<file path="src/rtl/issue_pkg.sv">
// Shared decode definitions for the issue buffer: RV32 opcodes, the halt
// encoding and the per-instruction hazard summary used by the pairing checks.
package issue_pkg;

    localparam logic [6:0] OP     = 7'h33;
    localparam logic [6:0] OP_IMM = 7'h13;
    localparam logic [6:0] LOAD   = 7'h03;
    localparam logic [6:0] STORE  = 7'h23;
    localparam logic [6:0] BRANCH = 7'h63;
    localparam logic [6:0] JAL    = 7'h6F;
    localparam logic [6:0] JALR   = 7'h67;
    localparam logic [6:0] LUI    = 7'h37;
    localparam logic [6:0] AUIPC  = 7'h17;

    localparam logic [31:0] HALT_INSTR = 32'h0000_0073;

    typedef struct packed {
        logic       we;
        logic [4:0] rd;
        logic [4:0] rs1;
        logic [4:0] rs2;
        logic       uses_rs1;
        logic       uses_rs2;
        logic       is_load;
        logic       is_store;
        logic       is_ctrl;
        logic       is_halt;
    } inst_info_t;

    function automatic inst_info_t decode_inst(input logic [31:0] instr);
        inst_info_t info;
        logic [6:0] opc;
        opc           = instr[6:0];
        info.rd       = instr[11:7];
        info.rs1      = instr[19:15];
        info.rs2      = instr[24:20];
        info.we       = (opc == OP || opc == OP_IMM || opc == LOAD || opc == LUI ||
                         opc == AUIPC || opc == JAL || opc == JALR) && (instr[11:7] != 5'd0);
        info.uses_rs1 = (opc == OP || opc == OP_IMM || opc == LOAD || opc == STORE ||
                         opc == BRANCH || opc == JALR);
        info.uses_rs2 = (opc == OP || opc == STORE || opc == BRANCH);
        info.is_load  = (opc == LOAD);
        info.is_store = (opc == STORE);
        info.is_ctrl  = (opc == BRANCH || opc == JAL || opc == JALR);
        info.is_halt  = (instr == HALT_INSTR);
        return info;
    endfunction

endpackage

</file>
<file path="src/rtl/issue_pair_check.sv">
// Combinational hazard test between an earlier and a later slot of one group;
// a set o_conflict keeps the later slot (and everything after it) out.
module issue_pair_check
    import issue_pkg::*;
(
    input  inst_info_t i_earlier,
    input  inst_info_t i_later,
    output logic       o_conflict
);

    logic w_raw;
    logic w_waw;
    logic w_mem;
    logic w_unused;

    assign w_raw = i_earlier.we &&
                   ((i_later.uses_rs1 && (i_later.rs1 == i_earlier.rd)) ||
                    (i_later.uses_rs2 && (i_later.rs2 == i_earlier.rd)));
    assign w_waw = i_earlier.we && i_later.we && (i_later.rd == i_earlier.rd);
    assign w_mem = i_earlier.is_store && (i_later.is_load || i_later.is_store);

    // A control op or a halt anywhere before this slot closes the group.
    assign o_conflict = w_raw || w_waw || w_mem || i_earlier.is_ctrl ||
                        i_earlier.is_halt || i_later.is_halt;

    assign w_unused = ^{i_earlier.rs1, i_earlier.rs2, i_earlier.uses_rs1,
                        i_earlier.uses_rs2, i_earlier.is_load, i_later.is_ctrl};

endmodule

</file>
<file path="src/rtl/issue_buffer.sv">
// Circular instruction FIFO that issues the longest hazard-free prefix of up to
// ISSUE_W entries per cycle, with load-use bubble, sticky halt and flush.
module issue_buffer
    import issue_pkg::*;
#(
    parameter int DEPTH          = 8,
    parameter int ISSUE_W        = 2,
    parameter int LOAD_USE_STALL = 1
) (
    input  logic                         clk,
    input  logic                         rst,
    input  logic                         in_valid,
    input  logic [$clog2(ISSUE_W+1)-1:0] in_count,
    input  logic [32*ISSUE_W-1:0]        in_instr,
    input  logic [32*ISSUE_W-1:0]        in_pc,
    output logic                         in_ready,
    input  logic                         flush,
    input  logic                         out_ready,
    output logic [ISSUE_W-1:0]           out_valid,
    output logic [32*ISSUE_W-1:0]        out_instr,
    output logic [32*ISSUE_W-1:0]        out_pc,
    output logic                         halted,
    output logic [$clog2(DEPTH+1)-1:0]   count
);

    localparam int PW = $clog2(DEPTH);
    localparam int CW = $clog2(DEPTH+1);
    localparam int NW = $clog2(ISSUE_W+1);

    logic [31:0]        r_mem_instr [DEPTH];
    logic [31:0]        r_mem_pc    [DEPTH];
    logic [PW-1:0]      r_head;
    logic [PW-1:0]      r_tail;
    logic [CW-1:0]      r_count;
    logic               r_halted;
    logic [ISSUE_W-1:0] r_lu_valid;
    logic [4:0]         r_lu_rd     [ISSUE_W];

    logic [31:0]        w_slot_instr [ISSUE_W];
    logic [31:0]        w_slot_pc    [ISSUE_W];
    inst_info_t         w_info       [ISSUE_W];
    logic [ISSUE_W-1:0] w_conf       [ISSUE_W];
    logic               w_lu_hit;
    logic [ISSUE_W-1:0] w_group;
    logic [NW-1:0]      w_n;
    logic               w_push;
    logic               w_pop;

    for (genvar k = 0; k < ISSUE_W; k++) begin : g_slot
        assign w_slot_instr[k] = r_mem_instr[r_head + PW'(k)];
        assign w_slot_pc[k]    = r_mem_pc[r_head + PW'(k)];
        assign w_info[k]       = decode_inst(w_slot_instr[k]);
        for (genvar j = 0; j < ISSUE_W; j++) begin : g_pair
            if (j < k) begin : g_chk
                issue_pair_check u_pair (
                    .i_earlier  (w_info[j]),
                    .i_later    (w_info[k]),
                    .o_conflict (w_conf[k][j])
                );
            end else begin : g_none
                assign w_conf[k][j] = 1'b0;
            end
        end
    end

    always_comb begin
        w_lu_hit = 1'b0;
        for (int i = 0; i < ISSUE_W; i++) begin
            if ((LOAD_USE_STALL != 0) && r_lu_valid[i] &&
                ((w_info[0].uses_rs1 && (w_info[0].rs1 == r_lu_rd[i])) ||
                 (w_info[0].uses_rs2 && (w_info[0].rs2 == r_lu_rd[i])))) begin
                w_lu_hit = 1'b1;
            end
        end
    end

    // NOTE: flush gates the group combinationally so nothing issues in the flush cycle.
    always_comb begin
        w_group    = '0;
        w_group[0] = !flush && !r_halted && (r_count != '0) && !w_lu_hit;
        for (int k = 1; k < ISSUE_W; k++) begin
            w_group[k] = w_group[k-1] && (int'(r_count) > k) && (w_conf[k] == '0);
        end
    end

    always_comb begin
        w_n = '0;
        for (int k = 0; k < ISSUE_W; k++) begin
            w_n = w_n + NW'(w_group[k]);
        end
    end

    assign in_ready = (CW'(DEPTH) - r_count) >= CW'(ISSUE_W);
    assign w_push   = in_valid && in_ready && !flush;
    assign w_pop    = out_ready && (w_n != '0);

    always_comb begin
        out_valid = w_group;
        out_instr = '0;
        out_pc    = '0;
        for (int k = 0; k < ISSUE_W; k++) begin
            if (w_group[k]) begin
                out_instr[32*k +: 32] = w_slot_instr[k];
                out_pc[32*k +: 32]    = w_slot_pc[k];
            end
        end
    end

    assign halted = r_halted;
    assign count  = r_count;

    // NOTE: storage is not reset; occupancy alone decides which entries are live.
    always_ff @(posedge clk) begin
        if (w_push) begin
            for (int k = 0; k < ISSUE_W; k++) begin
                if (k < int'(in_count)) begin
                    r_mem_instr[r_tail + PW'(k)] <= in_instr[32*k +: 32];
                    r_mem_pc[r_tail + PW'(k)]    <= in_pc[32*k +: 32];
                end
            end
        end
    end

    always_ff @(posedge clk or posedge rst) begin
        if (rst) begin
            r_head     <= '0;
            r_tail     <= '0;
            r_count    <= '0;
            r_halted   <= 1'b0;
            r_lu_valid <= '0;
            for (int k = 0; k < ISSUE_W; k++) begin
                r_lu_rd[k] <= '0;
            end
        end else if (flush) begin
            r_head     <= '0;
            r_tail     <= '0;
            r_count    <= '0;
            r_lu_valid <= '0;
        end else begin
            if (w_push) begin
                r_tail <= r_tail + PW'(in_count);
            end
            if (w_pop) begin
                r_head <= r_head + PW'(w_n);
            end
            r_count <= r_count + (w_push ? CW'(in_count) : CW'(0))
                               - (w_pop ? CW'(w_n) : CW'(0));
            if (out_ready) begin
                for (int k = 0; k < ISSUE_W; k++) begin
                    r_lu_valid[k] <= w_group[k] && w_info[k].is_load && w_info[k].we;
                    r_lu_rd[k]    <= w_info[k].rd;
                end
            end
            if (w_pop && w_info[0].is_halt) begin
                r_halted <= 1'b1;
            end
        end
    end

endmodule

</file>
<file path="config.mk">
export PLATFORM = sky130hd
export DESIGN_NAME = issue_buffer
export DESIGN_NICKNAME = d
export VERILOG_FILES = /design/src/rtl/issue_pkg.sv /design/src/rtl/issue_pair_check.sv /design/src/rtl/issue_buffer.sv
export SDC_FILE = /design/constraint.sdc
export NUM_CORES = 1
export LEC_CHECK = 0
export CORE_ASPECT_RATIO = 0.7
export CORE_UTILIZATION = 25
export CTS_BUF_LIST = sky130_fd_sc_hd__clkbuf_16
export DETAILED_ROUTE_END_ITERATION = 8
export GPL_ROUTABILITY_DRIVEN = 0
export SLEW_MARGIN = 30
export SYNTH_ARGS = -nofsm -noshare
export SYNTH_HDL_FRONTEND = slang
export SYNTH_SLANG_ARGS = --single-unit
</file>
<file path="constraint.sdc">
create_clock -name clk -period 9.35 [get_ports clk]
set_clock_uncertainty 0.2 [all_clocks]
set_input_delay 1.87 -clock clk [delete_from_list [all_inputs] [get_ports clk]]
set_output_delay 1.87 -clock clk [all_outputs]
set_load 0.05 [all_outputs]
</file>
==> results of run 1 <==
[registers in the layout, indices dropped and copies added (netlist names)]
| register | flops |
|---|---|
| r_mem_instr | 256 |
| r_mem_pc | 256 |
| count | 4 |
| r_head | 3 |
| r_tail | 3 |
| r_lu_valid | 2 |
| r_lu_rd | 10 |
| halted | 1 |
[metrics by stage]
stage | setup WS, ns | std cells | hold slack [ns] | utilization [%]
after CTS | 0.5533 | 4294 | 0.3519 | 30.47
final | 0.6077 | 4299 | 0.3526 | 30.49
after detailed placement | 1.257 | 4175 | 0.3380 | 28.86
after global routing | 0.3138 | 4298 | 0.3804 | 30.49
after global placement | 1.348 | 4175 | 0.3268 | 28.86
after floorplan | 1.262 | 2272 | 0.2991 | -
[logic make-up (layout without fill, tap and decap cells)]
logic type | Yosys count | count (layout) | synth area share [%]
mux | 875 | 875 | 37.26
buf+inv | 192 | 463 | 2.799
xor+xnor | 45 | 45 | 1.250
flops | 535 | 535 | 48.28
other cells | 0 | 5 | 0
fa+ha+maj | 17 | 17 | 0.7348
simple gates | 481 | 481 | 6.848
compound gates | 127 | 127 | 2.822
[critical path, cell delays in order (launching register included)]
cell,delay [ns]
dfrtp_4,0.91
buf_4,0.56
buf_4,0.57
mux4_1,0.74
and4b_1,0.35
o211ai_1,0.19
or4_1,0.63
nor4_4,0.32
a2111oi_4,0.11
nand4_4,0.38
buf_12,0.39
a21oi_1,0.09
clkdlybuf4s50_1,0.72
[cells in the final DEF, fill, tap and decap left out, types with 15 or more instances in the layout]
cell,n
nand2_1,194
clkinv_1,25
xnor2_1,27
a21oi_1,19
nor3_1,15
edfxtp_1,512
clkdlybuf4s50_1,270
inv_1,21
buf_4,46
xor2_1,16
clkbuf_16,69
nand4_1,24
nor2_2,17
mux2i_1,116
mux4_2,225
dfrtp_1,20
nand3_1,50
o21ai_0,18
mux2_2,524
a21oi_2,30
nor2_1,103
[cell type report]
type,instances,share of cell area (%)
flip-flops and latches,535,39.97
diodes,5,0.03133
clock inverters,50,0.9681
repair buffers,326,8.090
clock buffers,69,4.324
well taps,1751,5.486
inverters,18,0.1692
multi-input cells,1545,40.96
[worst paths after layout]
kind	slack (ns)	endpoint	depth (start not counted)
worst min register to register	0.35	r_lu_rd[5]	2
worst min-delay path	0.35	r_lu_rd[5]	2
min in group asynchronous	1.42	r_lu_rd[5]	3
worst max register to register	1.92	count[2]	19
max in group asynchronous	7.23	r_head[0]	3
worst max-delay path	0.61	out_pc[32]	12
[synthesized netlist by cell type (all sizes together) (6+ instances only)]
library cell	instances
mux2	524
edfxtp	512
mux4	226
nand2	197
mux2i	125
nor2	120
clkbuf	93
buf	81
nand3	52
a21oi	49
xnor2	28
nand4	26
dfrtp	23
o21ai	20
inv	18
xor2	17
nor3	15
ha	13
nand3b	13
nor4	10
nor3b	9
nor2b	8
a31oi	6
[routing by layer]
layer  GRT usage, %  vias to the layer above
li1               -                     9472
met1          23.37                    11650
met2          27.69                      890
met3          3.077                      186
met4          4.994                       30
met5              0                        -
[power groups by stage]
stage	registers, mW	clock network [mW]	logic (mW)
floorplan	3.07	0	3.31
global placement	3.11	0	4.81
detailed placement	3.11	0	4.81
CTS	3.06	2.61	4.83
global route	3.09	2.68	5.06
finish	3.07	2.56	4.81
==> flow_summary_export.csv, run 1 <==
group,metric,value,unit
synth,synth_edf_count,512,
power,power_frac_seq,29.4,%
synth,synth_flop_cell,"edfxtp_1",
clock_network,numCtsBuffers,67,
sta,rsz0062_at_grt,"no",
route,vias,22230,
route,postRouteAntennaNets,0,
global_routing,grt_pass1_wl,166200,µm
synth,synth_top_cell_by_area,"edfxtp_1",
clock_network,ctsRootBufferMaster,"clkbuf_16",
setup_path,crit_type,"reg -> out",
run_status,outcome,"completed",
die,start_util,25.22,%
synth,syn_nets,2424,
route,drt-met1-wl,50920,µm
clock_network,path_clk_slew,0.06,ns
place,postPlaceCellArea,37800,µm²
sta,relSlewSlack,34.07,%
clock_network,cts.sinks,535,
route,met2WireLength,55550,µm
sta,slew_viol_final,0,
clock_network,cts_hold_buf,0,
setup_path,cp-end-kind,"output port",
power,power.share.clock,24.5,%
die,placementRows,111,
synth,async_flop_share,4.299,%
synth,syn_area_per_cell,14.54,µm²
sta,hold_violations,0,
cells_and_area,multi_input_comb_area,16360,µm²
power,p_int,6.239,mW
power,pwr_density_cell,261.3,nW/µm²
global_routing,grt_use_total,17.14,%
setup_path,cp_max_fo,49,
die,io_pins,271,
setup_path,start_kind,"register",
sta,final.min_clock_period,8.742,ns
global_routing,antenna_found_initial,28,
cells_and_area,final_nets,2645,
cells_and_area,seqCellArea,15960,µm²
global_routing,grt_overflow,0,
route,dr_wl_met3,7811,µm
route,routed.top_layer,"met5",
route,drcViolationCount,0,
route,drt_iter0_markers,2517,
cells_and_area,drive_gt1_share,38.58,%
worst_hold_path,hold_path_class,"reg -> reg",
cells_and_area,design_area,39930,µm²
worst_hold_path,hold_start,"r_lu_rd[5]",
die,die_w,436.5,µm
die,fp.dieArea,133600,µm²
setup_path,crit_start,"r_head[0]",
run,drv_cap,0,
place,portBuffers,270,
sta,finalSetupTns,0,ns
clock_network,cts_tree,"yes",
sta,worstMarginPinSlew,0.9889,ns
clock_network,h-tree-depth,3,
synth,synthDominantCellAreaShare,46.54,%
power,power_switching,4.194,mW
setup_path,worstPathArrival,6.67,ns
synth,synth_area,33040,µm²
clock_network,post_cts_buffers,0,
route,drt_wl_total,117500,µm
synth,ys_types,73,
setup_path,r2r-start,"r_head[0]",
synth,ys_warn_count,0,
power,p_leak,12.35,nW
route,viasPerCell,5.170,
sta,max_freq,114.4,MHz
place,dp_hpwl,73350,µm
power,power,10.43,mW
die,fp.dieH,306.1,µm
synth,synth-seq-cells,535,
route,avgRoutedWirePerCell,27.32,µm
power,vdd_drop_max,129.6,µV
synth,synth.yosys.seq_area_share,48.28,%
setup_path,crit_required,7.28,ns
clock_network,clk_latency,0.61,ns
die,coreArea,131000,µm²
global_routing,grt_pass1_vias,21940,
clock_network,post_cts_resized,0,
clock_network,clockBufferDepth,3,
synth,netlist_top_cells_area,"edfxtp_1 47%, mux2_2 18%, mux4_2 15%",
sta,period_share,93.50,%
synth,synthCells,2272,
cells_and_area,area_growth,20.88,%
global_routing,grt_max_degree,113,
route,drtPass1Iterations,6,
cells_and_area,fill_cells,13010,
power,power_frac_comb,46.1,%
sta,setup_violations,0,
power,p_sw_share,40.20,%
Note: power is estimated with default switching activity, not from simulation.
==> run 2: changes to the inputs <==
==> constraint.sdc (replaced) <==
create_clock -name clk -period 9.35 [get_ports clk]
set_clock_uncertainty 0.2 [all_clocks]
set_input_delay 0.935 -clock clk [delete_from_list [all_inputs] [get_ports clk]]
set_output_delay 0.935 -clock clk [all_outputs]
set_load 0.05 [all_outputs]
==> flow_summary_export.csv, run 2 (synthesis results as in run 1) <==
group,metric,value,unit
setup_path,crit_type,"reg -> out",
place,portBuffers,270,
power,power_frac_comb,46.9,%
setup_path,start_kind,"register",
route,met2WireLength,54800,µm
route,viasPerCell,5.138,
global_routing,grt_pass1_wl,164500,µm
clock_network,cts_tree,"yes",
clock_network,cts_hold_buf,0,
sta,period_share,83.88,%
power,power_switching,4.207,mW
cells_and_area,design_area,39840,µm²
die,die_w,436.5,µm
cells_and_area,final_nets,2635,
setup_path,worstPathArrival,6.71,ns
power,vdd_drop_max,164.4,µV
clock_network,post_cts_buffers,0,
power,pwr_density_cell,260.1,nW/µm²
route,dr_wl_met3,8050,µm
run,drv_cap,0,
setup_path,cp-end-kind,"output port",
sta,setup_violations,0,
cells_and_area,reg.largest.list,"r_mem_instr (256), r_mem_pc (256), r_lu_rd (10)",
die,fp.dieH,306.1,µm
cells_and_area,drive_gt1_share,38.44,%
sta,hold_violations,0,
cells_and_area,area_growth,20.60,%
die,io_pins,271,
clock_network,path_clk_slew,0.06,ns
clock_network,ctsRootBufferMaster,"clkbuf_16",
clock_network,numCtsBuffers,66,
worst_hold_path,hold_path_class,"reg -> reg",
route,postRouteAntennaNets,0,
cells_and_area,multi_input_comb_area,16360,µm²
sta,final.min_clock_period,7.843,ns
route,vias,22070,
cells_and_area,final_cells,4296,
route,avgRoutedWirePerCell,27.13,µm
cells_and_area,fill_cells,12920,
sta,slew_viol_final,0,
clock_network,h-tree-depth,3,
place,dp.cells,4164,
place,postPlaceCellArea,37710,µm²
clock_network,post_cts_resized,0,
global_routing,grt_max_degree,145,
setup_path,cp_max_fo,84,
route,drcViolationCount,0,
die,start_util,25.22,%
sta,rsz0062_at_grt,"no",
power,p_sw_share,40.60,%
global_routing,antenna_found_initial,25,
global_routing,grt_pass1_vias,22030,
power,p_leak,12.35,nW
route,drt_iter0_markers,2340,
clock_network,clockBufferDepth,3,
die,coreArea,131000,µm²
place,dp_hpwl,72770,µm
route,drt-met1-wl,49820,µm
global_routing,grt_overflow,0,
power,p_int,6.155,mW
run_status,outcome,"completed",
route,drtPass1Iterations,7,
power,power_frac_seq,29.4,%
global_routing,grt_use_total,16.99,%
route,drt_wl_total,116600,µm
cells_and_area,layout_commonest_cell,"mux2_2",
clock_network,clk_latency,0.63,ns
route,routed.top_layer,"met5",
power,power.share.clock,23.7,%
sta,relSlewSlack,31.51,%
die,placementRows,111,
setup_path,crit_required,8.22,ns
sta,worstMarginPinSlew,0.9988,ns
cells_and_area,layout.cells.most_common_list,"524 x mux2_2, 512 x edfxtp_1, 270 x clkdlybuf4s50_1",
sta,max_freq,127.5,MHz
cells_and_area,seqCellArea,15960,µm²
sta,finalSetupTns,0,ns
clock_network,cts.sinks,535,
cells_and_area,final_util,30.42,%
die,fp.dieArea,133600,µm²
[run 2: cell count changes in the layout (fill, tap and decap cells not counted), sizes merged]
cell / delta
clkinv: -5
diode: +6
buf: -9
inv: +11
bufinv: -3
clkinvlp: -3
[run 2: cell type report]
cell class              count  area share (%)
repair buffers            317           8.031
inverters                  18          0.1696
clock inverters            50          0.7600
flip-flops and latches    535           40.06
diodes                     11         0.06909
well taps                1751           5.499
clock buffers              69           4.334
multi-input cells        1545           41.07
[run 2: final timing paths]
path                            start       endpoint  slack, ns  depth (start not counted)
max reg2reg                 r_head[1]       count[2]       2.45                         20
max                         r_head[1]  out_instr[53]       1.51                         13
min in group asynchronous         rst     r_lu_rd[0]       0.50                          2
min                        r_lu_rd[9]     r_lu_rd[9]       0.36                          2
max in group asynchronous         rst      r_head[2]       7.99                          2
min reg2reg                r_lu_rd[9]     r_lu_rd[9]       0.36                          2
[run 2: through the flow]
stage | setup slack (ns) | hold WS (ns) | power (mW)
global route | 1.306 | 0.3910 | 10.75
detailed placement | 1.941 | 0.3425 | 7.935
CTS | 1.288 | 0.3532 | 10.40
floorplan | 1.450 | 0.2991 | 6.375
global placement | 2.001 | 0.3301 | 7.900
finish | 1.507 | 0.3597 | 10.36
[run 2: metal layers]
metal / GRT usage (%) / vias up
met4: 6.740 / 20
met3: 3.437 / 201
met2: 26.71 / 872
met5: 0 / -
li1: - / 9450
met1: 22.85 / 11530
[run 2: power groups by stage]
stage / Sequential, mW / Combinational, mW / Clock [mW]
global placement: 3.09 / 4.81 / 0
global route: 3.06 / 5.10 / 2.59
floorplan: 3.07 / 3.31 / 0
CTS: 3.04 / 4.86 / 2.50
detailed placement: 3.09 / 4.85 / 0
finish: 3.04 / 4.86 / 2.46
[run 2: critical path, stage by stage (launching register included)]
cell and delay (ns):
dfrtp_4 0.84, ha_4 0.50, xor2_4 0.67, buf_12 0.47, mux4_2 0.41, mux2i_2 0.35
xnor2_1 0.19, nand2_1 0.09, o32ai_1 0.49, a2111oi_4 0.17, nand4_4 0.13, buf_4 0.65
nor2_2 0.21, clkdlybuf4s50_1 0.76
